`src/rtl/cfg_bus_router_pkg.sv`:
```
// Shared configuration memory map: address type, region bases, default mask and error word,
// plus the router state encoding and region decode helper.
package cfg_bus_router_pkg;

    typedef logic [15:0] cfg_addr_t;

    localparam logic [3:0] REGION_PC         = 4'h0;
    localparam logic [3:0] REGION_HD_MEM     = 4'h1;
    localparam logic [3:0] REGION_SMI        = 4'h2;
    localparam logic [3:0] REGION_IMEM       = 4'h3;
    localparam logic [3:0] REGION_OFFSET_CNT = 4'h4;
    localparam logic [3:0] REGION_PREPROC    = 4'h5;
    localparam logic [3:0] REGION_IO_CFG     = 4'h6;
    localparam logic [3:0] REGION_DMA        = 4'h7;
    localparam logic [3:0] REGION_IRQ        = 4'h8;
    localparam logic [3:0] REGION_PERF       = 4'h9;
    localparam logic [3:0] REGION_DEBUG      = 4'hA;
    localparam logic [3:0] REGION_CTRL       = 4'hB;
    localparam logic [3:0] REGION_STATUS     = 4'hC;

    localparam logic [15:0] CFG_REGION_MASK = 16'h1FFF;
    localparam logic [31:0] CFG_ERR_RDATA   = 32'hBADC_AB1E;

    typedef enum logic [1:0] {IDLE, FWD, WAIT, RESP} router_state_e;

    function automatic logic [3:0] region_of(cfg_addr_t addr);
        return addr[15:12];
    endfunction

endpackage

```
`src/rtl/cfg_bus_router_if.sv`:
```
// Config bus bundle: master-side request/response plus the 16-way slave fan-out.
// The router uses the slave modport; the environment (config master and slaves) uses master.
interface cfg_bus_router_if #(
    parameter int unsigned DATA_WIDTH = 32
);
    import cfg_bus_router_pkg::*;

    logic                       mst_req;
    logic                       mst_gnt;
    cfg_addr_t                  mst_addr;
    logic                       mst_we;
    logic [DATA_WIDTH-1:0]      mst_wdata;
    logic                       mst_rvalid;
    logic [DATA_WIDTH-1:0]      mst_rdata;
    logic                       mst_err;

    logic [15:0]                slv_req;
    logic [15:0]                slv_gnt;
    logic [11:0]                slv_addr;
    logic                       slv_we;
    logic [DATA_WIDTH-1:0]      slv_wdata;
    logic [15:0]                slv_rvalid;
    logic [16*DATA_WIDTH-1:0]   slv_rdata;

    modport slave (
        input  mst_req, mst_addr, mst_we, mst_wdata,
        output mst_gnt, mst_rvalid, mst_rdata, mst_err,
        output slv_req, slv_addr, slv_we, slv_wdata,
        input  slv_gnt, slv_rvalid, slv_rdata
    );

    modport master (
        output mst_req, mst_addr, mst_we, mst_wdata,
        input  mst_gnt, mst_rvalid, mst_rdata, mst_err,
        input  slv_req, slv_addr, slv_we, slv_wdata,
        output slv_gnt, slv_rvalid, slv_rdata
    );

endinterface

```
`src/rtl/cfg_bus_router.sv`:
```
// Single-master config bus router: decodes addr[15:12], forwards one transaction at a time
// to the selected slave and always returns a response (data, ack or error on unmapped/timeout).
module cfg_bus_router
    import cfg_bus_router_pkg::*;
#(
    parameter int unsigned           DATA_WIDTH     = 32,
    parameter logic [15:0]           REGION_MASK    = CFG_REGION_MASK,
    parameter int unsigned           TIMEOUT_CYCLES = 16,
    parameter logic [DATA_WIDTH-1:0] ERR_RDATA      = DATA_WIDTH'(CFG_ERR_RDATA)
) (
    input  logic             clk_i,
    input  logic             rst_ni,
    cfg_bus_router_if.slave  bus
);

    localparam int unsigned     CNT_W   = $clog2(TIMEOUT_CYCLES);
    localparam logic [CNT_W-1:0] TO_LAST = CNT_W'(TIMEOUT_CYCLES - 1);

    router_state_e          state_reg,  state_next;
    logic [3:0]             region_reg, region_next;
    logic [11:0]            offset_reg, offset_next;
    logic                   we_reg,     we_next;
    logic [DATA_WIDTH-1:0]  wdata_reg,  wdata_next;
    logic [CNT_W-1:0]       cnt_reg,    cnt_next;
    logic [DATA_WIDTH-1:0]  rdata_reg,  rdata_next;
    logic                   err_reg,    err_next;

    logic                   grant;
    logic [3:0]             req_region;
    logic                   sel_gnt;
    logic                   sel_rvalid;
    logic [DATA_WIDTH-1:0]  sel_rdata;
    logic                   timeout;

    assign grant      = (state_reg == IDLE) && bus.mst_req;
    assign req_region = region_of(bus.mst_addr);
    assign sel_gnt    = bus.slv_gnt[region_reg];
    assign sel_rvalid = bus.slv_rvalid[region_reg];
    assign sel_rdata  = bus.slv_rdata[region_reg*DATA_WIDTH +: DATA_WIDTH];
    assign timeout    = (cnt_reg == TO_LAST);

    always_comb begin
        state_next  = state_reg;
        region_next = region_reg;
        offset_next = offset_reg;
        we_next     = we_reg;
        wdata_next  = wdata_reg;
        cnt_next    = cnt_reg;
        rdata_next  = rdata_reg;
        err_next    = err_reg;

        case (state_reg)
            IDLE: begin
                if (grant) begin
                    region_next = req_region;
                    offset_next = bus.mst_addr[11:0];
                    we_next     = bus.mst_we;
                    wdata_next  = bus.mst_wdata;
                    cnt_next    = '0;
                    if (REGION_MASK[req_region]) begin
                        state_next = FWD;
                    end else begin
                        state_next = RESP;
                        rdata_next = ERR_RDATA;
                        err_next   = 1'b1;
                    end
                end
            end
            FWD: begin
                cnt_next = cnt_reg + 1'b1;
                // A same-cycle completion beats the timeout; a bare grant does not.
                if (sel_gnt && sel_rvalid) begin
                    state_next = RESP;
                    rdata_next = we_reg ? '0 : sel_rdata;
                    err_next   = 1'b0;
                end else if (timeout) begin
                    state_next = RESP;
                    rdata_next = ERR_RDATA;
                    err_next   = 1'b1;
                end else if (sel_gnt) begin
                    state_next = WAIT;
                end
            end
            WAIT: begin
                cnt_next = cnt_reg + 1'b1;
                if (sel_rvalid) begin
                    state_next = RESP;
                    rdata_next = we_reg ? '0 : sel_rdata;
                    err_next   = 1'b0;
                end else if (timeout) begin
                    state_next = RESP;
                    rdata_next = ERR_RDATA;
                    err_next   = 1'b1;
                end
            end
            RESP: begin
                state_next = IDLE;
            end
            default: begin
                state_next = IDLE;
            end
        endcase
    end

    always_ff @(posedge clk_i) begin
        if (!rst_ni) begin
            state_reg  <= IDLE;
            region_reg <= '0;
            offset_reg <= '0;
            we_reg     <= 1'b0;
            wdata_reg  <= '0;
            cnt_reg    <= '0;
            rdata_reg  <= '0;
            err_reg    <= 1'b0;
        end else begin
            state_reg  <= state_next;
            region_reg <= region_next;
            offset_reg <= offset_next;
            we_reg     <= we_next;
            wdata_reg  <= wdata_next;
            cnt_reg    <= cnt_next;
            rdata_reg  <= rdata_next;
            err_reg    <= err_next;
        end
    end

    assign bus.mst_gnt    = grant;
    assign bus.mst_rvalid = (state_reg == RESP);
    assign bus.mst_rdata  = rdata_reg;
    assign bus.mst_err    = err_reg;

    assign bus.slv_req    = (state_reg == FWD) ? (16'd1 << region_reg) : 16'd0;
    assign bus.slv_addr   = offset_reg;
    assign bus.slv_we     = we_reg;
    assign bus.slv_wdata  = wdata_reg;

endmodule

```
`src/flat_wrapper.sv`:
```
// flat-port wrapper written by rule: the top's interface ports become plain ports
module cfg_bus_router_flat import cfg_bus_router_pkg::*;
#(
    parameter int unsigned           DATA_WIDTH     = 32,
    parameter logic [15:0]           REGION_MASK    = CFG_REGION_MASK,
    parameter int unsigned           TIMEOUT_CYCLES = 16,
    parameter logic [DATA_WIDTH-1:0] ERR_RDATA      = DATA_WIDTH'(CFG_ERR_RDATA)
)
  (clk_i, rst_ni, bus_mst_req, bus_mst_addr, bus_mst_we, bus_mst_wdata, bus_mst_gnt, bus_mst_rvalid, bus_mst_rdata, bus_mst_err, bus_slv_req, bus_slv_addr, bus_slv_we, bus_slv_wdata, bus_slv_gnt, bus_slv_rvalid, bus_slv_rdata);
  cfg_bus_router_if #(.DATA_WIDTH(DATA_WIDTH)) bus_i ();
  input  logic clk_i;
  input  logic rst_ni;
  input wire logic [$bits(bus_i.mst_req)-1:0] bus_mst_req;
  input wire logic [$bits(bus_i.mst_addr)-1:0] bus_mst_addr;
  input wire logic [$bits(bus_i.mst_we)-1:0] bus_mst_we;
  input wire logic [$bits(bus_i.mst_wdata)-1:0] bus_mst_wdata;
  output wire logic [$bits(bus_i.mst_gnt)-1:0] bus_mst_gnt;
  output wire logic [$bits(bus_i.mst_rvalid)-1:0] bus_mst_rvalid;
  output wire logic [$bits(bus_i.mst_rdata)-1:0] bus_mst_rdata;
  output wire logic [$bits(bus_i.mst_err)-1:0] bus_mst_err;
  output wire logic [$bits(bus_i.slv_req)-1:0] bus_slv_req;
  output wire logic [$bits(bus_i.slv_addr)-1:0] bus_slv_addr;
  output wire logic [$bits(bus_i.slv_we)-1:0] bus_slv_we;
  output wire logic [$bits(bus_i.slv_wdata)-1:0] bus_slv_wdata;
  input wire logic [$bits(bus_i.slv_gnt)-1:0] bus_slv_gnt;
  input wire logic [$bits(bus_i.slv_rvalid)-1:0] bus_slv_rvalid;
  input wire logic [$bits(bus_i.slv_rdata)-1:0] bus_slv_rdata;
  assign bus_i.mst_req = bus_mst_req;
  assign bus_i.mst_addr = bus_mst_addr;
  assign bus_i.mst_we = bus_mst_we;
  assign bus_i.mst_wdata = bus_mst_wdata;
  assign bus_mst_gnt = bus_i.mst_gnt;
  assign bus_mst_rvalid = bus_i.mst_rvalid;
  assign bus_mst_rdata = bus_i.mst_rdata;
  assign bus_mst_err = bus_i.mst_err;
  assign bus_slv_req = bus_i.slv_req;
  assign bus_slv_addr = bus_i.slv_addr;
  assign bus_slv_we = bus_i.slv_we;
  assign bus_slv_wdata = bus_i.slv_wdata;
  assign bus_i.slv_gnt = bus_slv_gnt;
  assign bus_i.slv_rvalid = bus_slv_rvalid;
  assign bus_i.slv_rdata = bus_slv_rdata;
  cfg_bus_router #(.DATA_WIDTH(DATA_WIDTH), .REGION_MASK(REGION_MASK), .TIMEOUT_CYCLES(TIMEOUT_CYCLES), .ERR_RDATA(ERR_RDATA)) u_core (.clk_i(clk_i), .rst_ni(rst_ni), .bus(bus_i));
endmodule
```
`config.mk`:
```
export PLATFORM = sky130hd
export DESIGN_NAME = cfg_bus_router_flat
export DESIGN_NICKNAME = d
export VERILOG_FILES = /design/src/rtl/cfg_bus_router_pkg.sv /design/src/rtl/cfg_bus_router_if.sv /design/src/rtl/cfg_bus_router.sv /design/src/flat_wrapper.sv
export SDC_FILE = /design/constraint.sdc
export NUM_CORES = 1
export LEC_CHECK = 0
export ABC_AREA = 1
export BUFFER_PORTS_ARGS = -buffer_cell sky130_fd_sc_hd__buf_2
export CAP_MARGIN = 40
export CORE_AREA = 3 3 269 271
export DETAILED_ROUTE_END_ITERATION = 10
export DIE_AREA = 0 0 272 274
export SYNTH_ARGS = -nofsm -noshare
export SYNTH_HDL_FRONTEND = slang
export SYNTH_SLANG_ARGS = --single-unit
```
`constraint.sdc`:
```
create_clock -name clk_i -period 3.7 [get_ports clk_i]
set_clock_uncertainty 0.15 [all_clocks]
set_input_delay 0.555 -clock clk_i [delete_from_list [all_inputs] [get_ports clk_i]]
set_output_delay 0.555 -clock clk_i [all_outputs]
set_load 0.05 [all_outputs]
```
### Word level (Yosys, flattened, before mapping)

Memories as Yosys holds them, arrays and structs flattened.
Cells that the tools add are included.

* bits in registers: 88
* ROM bits: 16
* output and inout bits: 96
* word-level logic and storage cells: 61
* memories kept: 1

Memory list
* (no name shown): depth 16, width 1, rd ports 1, clocked after Yosys merged registers in 0, write ports 0, line cfg_bus_router.sv:60 `if (REGION_MASK[req_region]) begin`

* add/subtract/negate cells: 1
* $lt $le $gt $ge: 2
* equality and inequality tests: 8
* shift-type cells: 2
* multiplexer cells: 29
* reductions and logical operators: 10

Operators with widths (number)
* 512-bit by 10-bit variable part select with 32-bit output: 1
* 32-bit two-way mux: 6
* 32-bit one-hot mux with 3 select lines: 1
* 16-bit two-way mux: 1
* 1-bit by 4-bit << shifter with 16-bit output (first input constant): 1
* 2-bit two-way mux: 7
* 4-bit by 5-bit less-than comparator with 1-bit output (second input constant): 2
* 1-bit binary-select mux with 4-bit select: 2
* 1-bit two-way mux: 8
* 2-bit one-hot mux with 4 select lines: 1
* 4-bit one-hot mux with 2 select lines: 1
* 3-bit AND reduction: 2
* 4-bit by 1-bit adder with 4-bit output (second input constant): 1
* 2-bit equality test (second input constant): 2
* 4-bit equality test (second input constant): 1
* 4-bit two-way mux: 1
* 2-bit != test (second input constant): 2
* 4-bit by 1-bit != test with 1-bit output (second input constant): 1
* 2-bit AND reduction: 2
* 3-bit by 1-bit != test with 1-bit output (second input constant): 1
* 1-bit one-hot mux with 3 select lines: 1
* 3-bit nonzero test: 1
* 2-bit by 1-bit equality test with 1-bit output (second input constant): 1
* 1-bit logical AND: 2
* 3 further kinds: 3

### Longest topological paths before layout

Gate-level depths: netlist of the first run.

* depth in word-level cells: 6
* depth in mapped cells: 17
* depth with buffers taken out: 14

### Worst setup path after synthesis of the first run

Ideal clock, no wire load.

* path kind: flip-flop to output port
* start: reg u_core.region_reg[0]
* end: out bus_slv_req[14]
* arrival time: 1.847 ns
* data required time: 2.995 ns
* path slack: 1.148 ns
* cell stages (with the launch flop): 8
* path buffers: 4
* cell sequence: dfxtp_1 buf_6 buf_2 nor2_4 buf_4 buf_2 nand2_1 nor2_1

* cells in the longest elaborated chain, start to end: 2

Ends and longest elaborated chain
* start, declared: line cfg_bus_router.sv:20 `logic [3:0] region_reg, region_next;`
* start signal, assigned: line cfg_bus_router.sv:117 `region_reg <= region_next;`
* 1-bit by 4-bit << shifter with 16-bit output: line cfg_bus_router.sv:132 `assign bus.slv_req = (state_reg == FWD) ? (16'd1 << region_reg) : 16'd0;`
* 16-bit two-way mux: line cfg_bus_router.sv:132
* end, declared: line flat_wrapper.sv:21 `output wire logic [$bits(bus_i.slv_req)-1:0] bus_slv_req;`

Every way passes these cells.

### Worst setup path after layout of the first run

* start: reg u_core.region_reg[0]
* end: out bus_slv_req[3]

The elaborated chain is that of the path after synthesis.

==> Implementation_results.wiki, run 1 <==
{| class="wikitable"
! Metric !! Value
|-
| Vertical die dimension || 274 µm
|-
| CTS hold repair buffers || 0
|-
| Top cell family by delay on the critical path || buffers and inverters
|-
| Register area share after synthesis || 21.42%
|-
| Placed standard-cell area || 0.01261 mm²
|-
| Number of port buffers || 691
|-
| Hold/Removal Path Class || input port to register
|-
| Nature of the critical path startpoint || register
|-
| Residual DRC count || 0
|-
| HPWL after detailed placement || 49830 µm
|-
| Relative slew margins || 50.63%
|-
| Cell with the biggest individual delay on the critical path || sky130_fd_sc_hd__dfxtp_2
|-
| Total power density per cell area || 606.5 mW/mm²
|-
| Highest clock frequency the design can meet || 306.3 MHz
|-
| Initial DRC Count || 1026
|-
| Critical path required time || 2990 ps
|-
| Top-level port count || 692
|-
| Core area || 0.07003 mm²
|-
| Most frequent cells in the layout || 691 x sky130_fd_sc_hd__buf_2, 442 x sky130_fd_sc_hd__nand2_1, 192 x sky130_fd_sc_hd__nor2_1, 155 x sky130_fd_sc_hd__nand3_1, 105 x sky130_fd_sc_hd__nand4_1
|-
| Reg-to-reg startpoint || u_core.region_reg[0]
|-
| Endpoint arrival time on the critical path || 2560 ps
|-
| Number of global-route vias before repair || 11.76k
|-
| Critical path endpoint category || output pin
|-
| Critical register-to-register path endpoint || u_core.bus.mst_rdata[11]
|-
| Number of hold violations in the final report || 0
|-
| Count of synthesis-stage warnings from yosys || 0
|-
| Number of slew-limit violations in the final report || 0
|-
| Max-cap viol count || 0
|-
| Bufs and invs on worst path || 4
|-
| Transition time at the pin with the least slew margin || 738.9 ps
|-
| Number of different library cells in the post-synthesis netlist || 27
|-
| Largest stage delay on the critical path || 550 ps
|-
| Most frequent standard cell in the layout excluding fill and tap cells || sky130_fd_sc_hd__buf_2
|-
| Flops & latches, synth || 88
|-
| First-pass GRT wire length || 82290 µm
|-
| Detail Route Antenna Nets || 0
|-
| Grt total ovfl || 0
|-
| Per-instance average area after synthesis || 5.557 µm²
|-
| Number of vias per cell || 4.170
|-
| Clk pin slew, worst setup/hold paths || 80 ps
|-
| Growth of design area from synthesis to finish || 57.25%
|-
| Mapped Cells || 1480
|-
| DIE AREA || 0.07453 mm²
|-
| Router iterations before antenna repair || 5
|-
| Total wire length || 60720 µm
|-
| Minimum clock period after layout || 3265 ps
|-
| Effective utilization at floorplan || 11.74%
|-
| Syn nets || 2081
|-
| CTS root buffer || sky130_fd_sc_hd__clkbuf_16
|-
| Largest net degree at the start of global routing || 100
|-
| Layout Cell Area excl Fill || 0.01293 mm²
|-
| Gpl congestion || 0.9252
|-
| Proportion of layout cells with a drive suffix above 1 || 36.16%
|-
| Buffer levels on the longest clock path || 2
|-
| RSZ-0062 raised after global routing || no
|-
| Resize count post-CTS || 0
|-
| Final worst-path cycle share || 88.24%
|-
| Final Net Count || 2692
|-
| Peak ir drop on the vdd network || 0.2764 mV
|-
| Path type of the worst setup path || register to output pin
|-
| Status || finished, final reports clean
|-
| Leakage power || 0.006448 µW
|-
| Final count of negative-setup-slack endpoints || 0
|-
| Post-CTS setup repair buffer count || 0
|-
| Cell area after technology mapping || 0.008224 mm²
|-
| CP Depth || 7
|-
| Total clock buffers created by CTS || 9
|-
| Launch point of the critical path || u_core.region_reg[0]
|-
| Setup_tns || 0 ps
|-
| Number of H-tree branching levels || 3
|-
| Maximum fanout encountered on the critical timing path || 99
|-
| Floorplan die width || 272 µm
|-
| Number of antenna violations at the first check in global routing || 17
|-
| TritonCTS clock tree || done
|-
| Routed wirelength normalized by instance count || 19.93 µm
|-
| Source-to-sink clock delay at the later pin of the worst-skew pair || 380 ps
|-
| Number of cells on the worst reg-to-reg path || 12
|-
| Capturing element of the worst setup path || bus_slv_req[3]
|-
| Routed vias || 12.71k
|-
| Ordered list of cells on the worst path || buf_4, nand2_1, clkinv_2, buf_12, nand2_1, nor2_1, buf_2
|-
| Clock net sink count || 88
|-
| Overall track demand over capacity in global routing || 15.15%
|-
| Slack of the worst reg-to-reg path || 770 ps
|-
| CP most frequent cell || sky130_fd_sc_hd__nand2_1
|-
| Row cnt || 97
|}
[worst reg2reg max path: stages (launching register included)]
cell and delay (ps):
sky130_fd_sc_hd__dfxtp_2 430, sky130_fd_sc_hd__buf_4 270, sky130_fd_sc_hd__nor2_4 160, sky130_fd_sc_hd__buf_4 520, sky130_fd_sc_hd__buf_4 500, sky130_fd_sc_hd__nand2_1 180
sky130_fd_sc_hd__nand4_1 180, sky130_fd_sc_hd__nand3_1 90, sky130_fd_sc_hd__nand2_1 120, sky130_fd_sc_hd__nand3_1 80, sky130_fd_sc_hd__nand3_1 110, sky130_fd_sc_hd__nand2_1 50
sky130_fd_sc_hd__inv_1 40
[cell usage after synthesis]
| master | number | area [µm²] |
|---|---|---|
| sky130_fd_sc_hd__buf_2 | 38 | 190.2 |
| sky130_fd_sc_hd__inv_1 | 82 | 307.8 |
| sky130_fd_sc_hd__o21ai_0 | 63 | 315.3 |
| sky130_fd_sc_hd__nor2_1 | 194 | 728.2 |
| sky130_fd_sc_hd__nand2_2 | 4 | 25.02 |
| sky130_fd_sc_hd__nand2_1 | 443 | 1663 |
| sky130_fd_sc_hd__inv_4 | 1 | 6.260 |
| sky130_fd_sc_hd__a21oi_4 | 1 | 16.27 |
| sky130_fd_sc_hd__clkbuf_1 | 53 | 198.9 |
| sky130_fd_sc_hd__nand3_1 | 155 | 775.7 |
| sky130_fd_sc_hd__nor3_1 | 4 | 20.02 |
| sky130_fd_sc_hd__or2_2 | 1 | 6.260 |
| sky130_fd_sc_hd__nor2_4 | 2 | 22.52 |
| sky130_fd_sc_hd__inv_2 | 5 | 18.77 |
| sky130_fd_sc_hd__clkinv_1 | 1 | 3.750 |
| sky130_fd_sc_hd__nor2_2 | 1 | 6.260 |
| sky130_fd_sc_hd__buf_1 | 15 | 56.30 |
| sky130_fd_sc_hd__nand3b_1 | 2 | 15.01 |
| sky130_fd_sc_hd__buf_6 | 5 | 56.30 |
| sky130_fd_sc_hd__a22oi_1 | 91 | 683.2 |
| sky130_fd_sc_hd__dfxtp_1 | 88 | 1762 |
| sky130_fd_sc_hd__o21a_1 | 1 | 7.510 |
| sky130_fd_sc_hd__buf_4 | 8 | 60.06 |
| sky130_fd_sc_hd__o21ai_1 | 11 | 55.05 |
| sky130_fd_sc_hd__nand4_1 | 105 | 656.9 |
| sky130_fd_sc_hd__a21oi_1 | 101 | 505.5 |
| sky130_fd_sc_hd__ha_1 | 5 | 62.56 |
[power breakdown]
group	total (µW)	internal, µW	switching (µW)	leakage [µW]
Clock	988	528	460	0.000140
Sequential	1440	1210	230	0.000727
Combinational	5410	1490	3920	0.00558
Total	7840	3230	4610	0.00645
[stage by stage]
| step | util (%) | instances | setup WS [ps] | hold WS, ps | power [µW] |
|---|---|---|---|---|---|
| after floorplan | - | 1480 | 1149 | 321.3 | 4922 |
| after CTS | 18.43 | 3036 | 464.7 | 233.6 | 7972 |
| after global routing | 18.44 | 3040 | 315.7 | 269.1 | 8490 |
| after global placement | 17.97 | 3019 | 831.8 | 306.7 | 6913 |
| final | 18.47 | 3047 | 435.0 | 275.6 | 7843 |
| after detailed placement | 18.00 | 3020 | 769.2 | 315.6 | 6928 |
[layer usage]
metal	wire length (µm)	track usage [%]	up-vias
met5	59	0	-
met4	1408	3.798	8
met3	5615	4.480	64
met2	27020	23.79	599
met1	26610	20.23	5815
li1	-	-	6220
[cell type report]
class                      instances  area, µm²
clock buffer                      10      229.0
timing repair buffer             719       3739
fill                            8177      57100
antenna                           11      27.53
clock inverter                     6      67.56
multi-input combinational       1184       5587
tap                              940       1176
inverter                          89      337.8
sequential                        88       1769
[worst min-delay path by stage]
stage	from	to	slack (ps)	cells past startpoint
after detailed placement	u_core.bus.slv_wdata[19]	u_core.bus.slv_wdata[19]	320	2
after global routing	bus_mst_addr[1]	u_core.bus.slv_addr[1]	270	3
after CTS	bus_mst_addr[1]	u_core.bus.slv_addr[1]	230	3
after global placement	u_core.bus.slv_wdata[25]	u_core.bus.slv_wdata[25]	310	2
final	bus_mst_addr[1]	u_core.bus.slv_addr[1]	280	3
after floorplan	u_core.cnt_reg[0]	u_core.cnt_reg[0]	320	2
[logic make-up after synthesis]
logic type / share of synthesized area [%]
AND/OR/NAND/NOR: 47.65
AO/OA/AOI/OAI: 19.25
buffers and inverters: 10.92
flip-flops: 21.42
adder cells (fa/ha/maj): 0.7607
Power figures use the tool's default switching activity.
==> run 2, diff against run 1 <==
Clock period 3.7 ns to 4 ns, I/O delays scaled along.
==> run 2 against run 1 <==
Against the previous run:
- design area about the same
- sequential cell count unchanged
- worst setup slack improved by 240 ps
- count of clock-buffer cells in the layout unchanged
- largest cell class unchanged
==> Implementation_results.wiki, run 2 (synthesized netlist as in run 1, its figures left out) <==
{| class="wikitable"
! Metric !! Value
|-
| Status || finished, final reports clean
|-
| Relative slew margins || 50.75% (+0.12 points)
|-
| RSZ-0062 raised after global routing || no
|-
| Number of cells on the worst reg-to-reg path || 12 (unchanged)
|-
| Most frequent cells in the layout || 691 x sky130_fd_sc_hd__buf_2, 442 x sky130_fd_sc_hd__nand2_1, 192 x sky130_fd_sc_hd__nor2_1, 155 x sky130_fd_sc_hd__nand3_1, 105 x sky130_fd_sc_hd__nand4_1
|-
| DIE AREA || 0.07453 mm² (unchanged)
|-
| Largest net degree at the start of global routing || 128 (+28%)
|-
| Path type of the worst setup path || register to output pin
|-
| Total clock buffers created by CTS || 9 (unchanged)
|-
| Number of global-route vias before repair || 11.56k (-1.7%)
|-
| Clk pin slew, worst setup/hold paths || 70 ps (about the same)
|-
| Highest clock frequency the design can meet || 301.0 MHz
|-
| Top-level port count || 692 (unchanged)
|-
| Endpoint arrival time on the critical path || 2570 ps (about the same)
|-
| Multi-input logic area || 0.005587 mm² (unchanged)
|-
| Number of hold violations in the final report || 0 (unchanged)
|-
| Min Hold Slack || 320.8 ps (+45.20 ps)
|-
| HPWL after detailed placement || 49120 µm (-1.4%)
|-
| Launch point of the critical path || u_core.region_reg[0]
|-
| Core area || 0.07003 mm² (unchanged)
|-
| Total area of sequential cells || 0.001769 mm² (unchanged)
|-
| Clock net sink count || 88 (unchanged)
|-
| Minimum clock period after layout || 3323 ps
|-
| Post-CTS setup repair buffer count || 0 (unchanged)
|-
| Nature of the critical path startpoint || register
|-
| Effective utilization at floorplan || 11.74% (unchanged)
|-
| Number of antenna violations at the first check in global routing || 17 (unchanged)
|-
| Final Net Count || 2691 (-0.037%)
|-
| Buffer levels on the longest clock path || 2 (unchanged)
|-
| Number of vias per cell || 4.190 (+0.49%)
|-
| First-pass GRT wire length || 81760 µm (-0.65%)
|-
| Overall track demand over capacity in global routing || 15.05% (-0.098 points)
|-
| Max-cap viol count || 0 (unchanged)
|-
| Most frequent standard cell in the layout excluding fill and tap cells || sky130_fd_sc_hd__buf_2
|-
| Critical path required time || 3250 ps (+260 ps)
|-
| Transition time at the pin with the least slew margin || 738.8 ps (-0.1097 ps)
|-
| Final count of negative-setup-slack endpoints || 0 (unchanged)
|-
| Number of fill cells || 8154 (-0.28%)
|-
| Setup_tns || 0 ps (unchanged)
|-
| Total power density per cell area || 562.6 mW/mm² (-7.2%)
|-
| Peak ir drop on the vdd network || 0.3067 mV (+11%)
|-
| Detail Route Antenna Nets || 0 (unchanged)
|-
| Row cnt || 97 (unchanged)
|-
| Capturing element of the worst setup path || bus_slv_req[3]
|-
| Critical register-to-register path endpoint || u_core.bus.mst_rdata[3]
|-
| Proportion of layout cells with a drive suffix above 1 || 36.13% (about the same)
|-
| Leakage power || 0.006450 µW (about the same)
|-
| Total wire length || 60710 µm (about the same)
|-
| Residual DRC count || 0 (unchanged)
|-
| Routed wirelength normalized by instance count || 19.98 µm (+0.28%)
|-
| Growth of design area from synthesis to finish || 57.10% (about the same)
|-
| Routed vias || 12.73k (+0.19%)
|-
| Slack of the worst reg-to-reg path || 1050 ps (+280 ps)
|-
| Hold/Removal Path Class || input port to register
|-
| Source-to-sink clock delay at the later pin of the worst-skew pair || 380 ps (about the same)
|-
| Vertical die dimension || 274 µm (unchanged)
|-
| Reg-to-reg startpoint || u_core.region_reg[0]
|-
| CTS hold repair buffers || 0 (unchanged)
|-
| Grt total ovfl || 0 (unchanged)
|-
| Router iterations before antenna repair || 7 (+2)
|-
| Maximum fanout encountered on the critical timing path || 43 (-57%)
|-
| CTS root buffer || sky130_fd_sc_hd__clkbuf_16
|-
| TritonCTS clock tree || done
|-
| Gpl congestion || 0.9143 (-1.2%)
|-
| Final core utilization || 18.45% (about the same)
|-
| Initial DRC Count || 1068 (+4.1%)
|-
| Final worst-path cycle share || 83.06%
|-
| Critical path endpoint category || output pin
|-
| Number of H-tree branching levels || 3 (unchanged)
|-
| Number of slew-limit violations in the final report || 0 (unchanged)
|-
| Floorplan die width || 272 µm (unchanged)
|-
| Number of port buffers || 691 (unchanged)
|-
| Resize count post-CTS || 0 (unchanged)
|}
-- run 2: cell types whose count changed in the layout (fill, tap and decap cells not counted) --
| cell | change |
|---|---|
| sky130_fd_sc_hd__buf_12 | +1 |
| sky130_fd_sc_hd__buf_16 | +1 |
| sky130_fd_sc_hd__buf_4 | -3 |
| sky130_fd_sc_hd__bufinv_16 | -1 |
| sky130_fd_sc_hd__clkinvlp_4 | -1 |
| sky130_fd_sc_hd__diode_2 | -8 |
| sky130_fd_sc_hd__inv_6 | +1 |
| sky130_fd_sc_hd__inv_8 | +1 |
-- run 2: per-stage QoR --
| step | cells | instance area, µm² | total power (µW) | worst slack [ps] |
|---|---|---|---|---|
| floorplan | 1480 | 8224 | 4553 | 1404 |
| global placement | 3017 | 12580 | 6430 | 759.0 |
| CTS | 3035 | 12910 | 7400 | 663.9 |
| global route | 3036 | 12910 | 7880 | 519.0 |
| finish | 3038 | 12920 | 7269 | 677.4 |
| detailed placement | 3019 | 12630 | 6471 | 1057 |
-- run 2: worst max-delay path: stages (launching register included) --
cell,delay (ps)
sky130_fd_sc_hd__dfxtp_2,350
sky130_fd_sc_hd__buf_4,410
sky130_fd_sc_hd__nand2_1,160
sky130_fd_sc_hd__clkinv_2,410
sky130_fd_sc_hd__buf_12,280
sky130_fd_sc_hd__nand2_1,100
sky130_fd_sc_hd__nor2_1,120
sky130_fd_sc_hd__buf_2,290
-- run 2: area by class of cell --
| class | instances | area share [%] |
|---|---|---|
| Clock buffer | 10 | 1.772 |
| Clock inverter | 6 | 0.3874 |
| Antenna cell | 3 | 0.05811 |
| Inverter | 89 | 2.615 |
| Tap cell | 940 | 9.103 |
| Timing Repair Buffer | 718 | 29.13 |
| Multi-Input combinational cell | 1184 | 43.24 |
| Sequential cell | 88 | 13.69 |
-- run 2: worst min-delay path by stage --
stage / from / to / slack [ps] / cells after the start
6_report: bus_mst_wdata[0] / u_core.bus.slv_wdata[0] / 320 / 3
5_1_grt: bus_mst_wdata[22] / u_core.bus.slv_wdata[22] / 300 / 3
4_1_cts: bus_mst_wdata[0] / u_core.bus.slv_wdata[0] / 280 / 3
3_5_place_dp: u_core.bus.slv_wdata[0] / u_core.bus.slv_wdata[0] / 320 / 2
3_3_place_gp: u_core.bus.slv_wdata[29] / u_core.bus.slv_wdata[29] / 310 / 2
2_1_floorplan: u_core.cnt_reg[0] / u_core.cnt_reg[0] / 320 / 2
-- run 2: power breakdown --
group / leakage, µW / switching [µW] / internal (µW)
clock: 0.000136 / 439 / 433
combinational: 0.00559 / 3720 / 1410
sequential: 0.000727 / 151 / 1120
total: 0.00645 / 4310 / 2960
-- run 2: layer usage --
layer	up-vias	global-route usage (%)	part of all wire (%)
li1	6208	-	-
met1	5838	20.25	43
met2	609	23.87	46
met3	61	4.086	9.3
met4	14	3.445	1.6
met5	-	0	0.18
==> run 3, diff against run 2 <==
Settings changed: ABC_AREA 1 to 0.
Clock period 4 ns to 3.4 ns, I/O delays scaled along.
==> run 3 against run 2 <==
Against the previous run:
- die area did not move
- count of clock-buffer cells in the layout did not move
- worst setup slack got worse by 200 ps
- design area rose by 0.85%
- sequential cell count did not move
- total power fell by 5.6%
- clock power rose by 33%
- wire length fell by 11%
- final cell count fell by 21%
- first-iteration DRC count fell by 39%
- combinational power fell by 18%
- largest power group unchanged
- highest routed layer unchanged
==> Implementation_results.wiki, run 3 <==
{| class="wikitable"
! Metric !! Value
|-
| Status || finished, final reports clean
|-
| Top-count cell post-synth || sky130_fd_sc_hd__mux4_2
|-
| Number of hold violations in the final report || 0 (unchanged)
|-
| Row cnt || 97 (unchanged)
|-
| Nature of the critical path startpoint || register
|-
| First-pass GRT wire length || 72280 µm (-12%)
|-
| Reg-to-reg startpoint || u_core.region_reg[0]
|-
| Clk pin slew, worst setup/hold paths || 80 ps (about the same)
|-
| Per-instance average area after synthesis || 10.43 µm² (+88%)
|-
| Count of synthesis-stage warnings from yosys || 0 (unchanged)
|-
| Buffer levels on the longest clock path || 2 (unchanged)
|-
| HPWL after detailed placement || 46120 µm (-6.1%)
|-
| Register area share after synthesis || 21.79% (+0.37 points)
|-
| Source-to-sink clock delay at the later pin of the worst-skew pair || 380 ps (about the same)
|-
| Flops & latches, synth || 88 (unchanged)
|-
| Clock net sink count || 88 (unchanged)
|-
| Number of port buffers || 691 (unchanged)
|-
| Transition time at the pin with the least slew margin || 642.2 ps (-96.58 ps)
|-
| Final count of negative-setup-slack endpoints || 0 (unchanged)
|-
| Post-synth top area share || 39.83% (+18 points)
|-
| Router iterations before antenna repair || 5 (-2)
|-
| Maximum fanout encountered on the critical timing path || 29 (-33%)
|-
| Relative slew margins || 57.19% (+6.4 points)
|-
| Cell area after technology mapping || 0.008085 mm² (-1.7%)
|-
| Grt total ovfl || 0 (unchanged)
|-
| Launch point of the critical path || u_core.region_reg[0]
|-
| Effective utilization at floorplan || 11.55% (-0.20 points)
|-
| Most frequent standard cell in the layout excluding fill and tap cells || sky130_fd_sc_hd__buf_2
|-
| TritonCTS clock tree || done
|-
| Final Net Count || 2036 (-24%)
|-
| Number of global-route vias before repair || 9680 (-16%)
|-
| DIE AREA || 0.07453 mm² (unchanged)
|-
| CTS root buffer || sky130_fd_sc_hd__clkbuf_16
|-
| Endpoint arrival time on the critical path || 2260 ps (-310 ps)
|-
| Number of slew-limit violations in the final report || 0 (unchanged)
|-
| Number of fill cells || 7867 (-3.5%)
|-
| Hold/Removal Path Class || input port to register
|-
| Syn nets || 1376 (-34%)
|-
| Number of H-tree branching levels || 3 (unchanged)
|-
| Critical path endpoint category || output pin
|-
| Total wire length || 54260 µm (-11%)
|-
| CTS hold repair buffers || 0 (unchanged)
|-
| Post-placement worst setup slack || 665.1 ps (-391.4 ps)
|-
| Minimum clock period after layout || 2924 ps
|-
| Highest clock frequency the design can meet || 342.0 MHz
|-
| Most frequent cells in the layout || 691 x sky130_fd_sc_hd__buf_2, 143 x sky130_fd_sc_hd__mux4_2, 111 x sky130_fd_sc_hd__nand2_1, 84 x sky130_fd_sc_hd__dfxtp_1, 52 x sky130_fd_sc_hd__a21boi_0
|-
| Post-CTS setup repair buffer count || 0 (unchanged)
|-
| Number of vias per cell || 4.065 (-3.0%)
|-
| Final worst-path cycle share || 86.00%
|-
| Peak ir drop on the vdd network || 0.2768 mV (-9.7%)
|-
| Sum of internal, switching and leakage power || 6861 µW (-5.6%)
|-
| Min-Delay Startpoint || bus_mst_wdata[18]
|-
| Number of different library cells in the post-synthesis netlist || 48 (+78%)
|-
| Path type of the worst setup path || register to output pin
|-
| Most instantiated cells after synthesis || 143 x sky130_fd_sc_hd__mux4_2, 112 x sky130_fd_sc_hd__nand2_1, 88 x sky130_fd_sc_hd__dfxtp_1
|-
| Top-level port count || 692 (unchanged)
|-
| Initial DRC Count || 649 (-39%)
|-
| Library cell with the largest summed area after synthesis || sky130_fd_sc_hd__mux4_2
|-
| Growth of design area from synthesis to finish || 61.16%
|-
| Placed cell count || 2364 (-22%)
|-
| Overall track demand over capacity in global routing || 13.81% (-1.2 points)
|-
| RSZ-0062 raised after global routing || no
|-
| Routed vias || 9707 (-24%)
|-
| Resize count post-CTS || 0 (unchanged)
|-
| Mapped Cells || 775 (-48%)
|-
| Core area || 0.07003 mm² (unchanged)
|-
| Setup_tns || 0 ps (unchanged)
|-
| Leakage power || 0.005553 µW (-14%)
|-
| Gpl congestion || 0.9673 (+5.8%)
|-
| Largest net degree at the start of global routing || 75 (-41%)
|-
| Vertical die dimension || 274 µm (unchanged)
|-
| Number of enable flip-flop cells after synthesis || 0 (unchanged)
|-
| Proportion of layout cells with a drive suffix above 1 || 62.57% (+26 points)
|-
| Total clock buffers created by CTS || 9 (unchanged)
|-
| Share of async-settable or async-resettable flops after synthesis || 0% (unchanged)
|-
| Max-cap viol count || 0 (unchanged)
|-
| Post-synth top flop || sky130_fd_sc_hd__dfxtp_1
|-
| Floorplan die width || 272 µm (unchanged)
|-
| Residual DRC count || 0 (unchanged)
|-
| Total power density per cell area || 526.5 mW/mm² (-6.4%)
|-
| Routed wirelength normalized by instance count || 22.72 µm (+14%)
|-
| Number of antenna violations at the first check in global routing || 35 (+18)
|-
| Detail Route Antenna Nets || 0 (unchanged)
|-
| Fin worst setup slack || 476.0 ps (-201.5 ps)
|-
| Cell types with the largest area share after synthesis || sky130_fd_sc_hd__mux4_2 40%, sky130_fd_sc_hd__dfxtp_1 22%, sky130_fd_sc_hd__nand2_1 5.2%, sky130_fd_sc_hd__a21boi_0 4.8%, sky130_fd_sc_hd__mux2i_1 3.8%
|-
| Critical path required time || 2740 ps (-510 ps)
|-
| Final Instance Count excl. Fillers || 2388 (-21%)
|}
[run 3: kinds of logic after synthesis]
| logic type | synth area share (%) |
|---|---|
| flip-flops | 21.79 |
| AND/OR/NAND/NOR | 11.59 |
| AO/OA/AOI/OAI | 15.58 |
| buffers and inverters | 6.174 |
| adder cells (fa/ha/maj) | 0.7738 |
| multiplexers | 44.09 |
[run 3: through the flow]
stage	hold slack, ps	cell area (µm²)	utilization [%]
floorplan	308.4	8085	-
global placement	298.3	12710	18.15
detailed placement	304.8	12710	18.15
CTS	185.3	13010	18.58
global route	218.1	13020	18.59
finish	226.2	13030	18.61
[run 3: where the power goes]
group	total, µW	switching, µW	leakage [µW]	internal, µW
combinational	4230	2580	0.00468	1650
clock	1160	571	0.000150	586
sequential	1470	229	0.000724	1240
total	6860	3380	0.00555	3480
[run 3: path summary, 6_finish.rpt]
path	slack [ps]	endpoint	depth (start not counted)
hold / removal	230	u_core.bus.slv_wdata[18]	3
setup reg to reg	610	u_core.bus.mst_rdata[23]	7
hold reg to reg	310	u_core.bus.slv_wdata[7]	2
setup / recovery	480	bus_slv_req[1]	4
[run 3: critical path: stages (launching register included)]
cell and delay [ps]:
sky130_fd_sc_hd__dfxtp_4 720, sky130_fd_sc_hd__buf_4 420, sky130_fd_sc_hd__nand2_1 220, sky130_fd_sc_hd__nor2_1 160, sky130_fd_sc_hd__buf_2 280
[run 3: metal layers]
layer	track usage (%)	routed length (µm)	vias to the layer above
met1	17.63	22500	4697
met3	4.025	4983	80
met4	3.742	1318	14
li1	-	-	4342
met5	0	85	-
met2	22.69	25370	574
[run 3: area by class of cell]
class                   instances  area, µm²  area share (%)
multi-input cells             576       5846           44.86
clock inverters                 6      72.57          0.5569
repair buffers                729       3794           29.11
flip-flops and latches         88       1777           13.64
well taps                     940       1176           9.026
diodes                          8      20.02          0.1536
clock buffers                  10      229.0           1.757
inverters                      31      116.4          0.8930
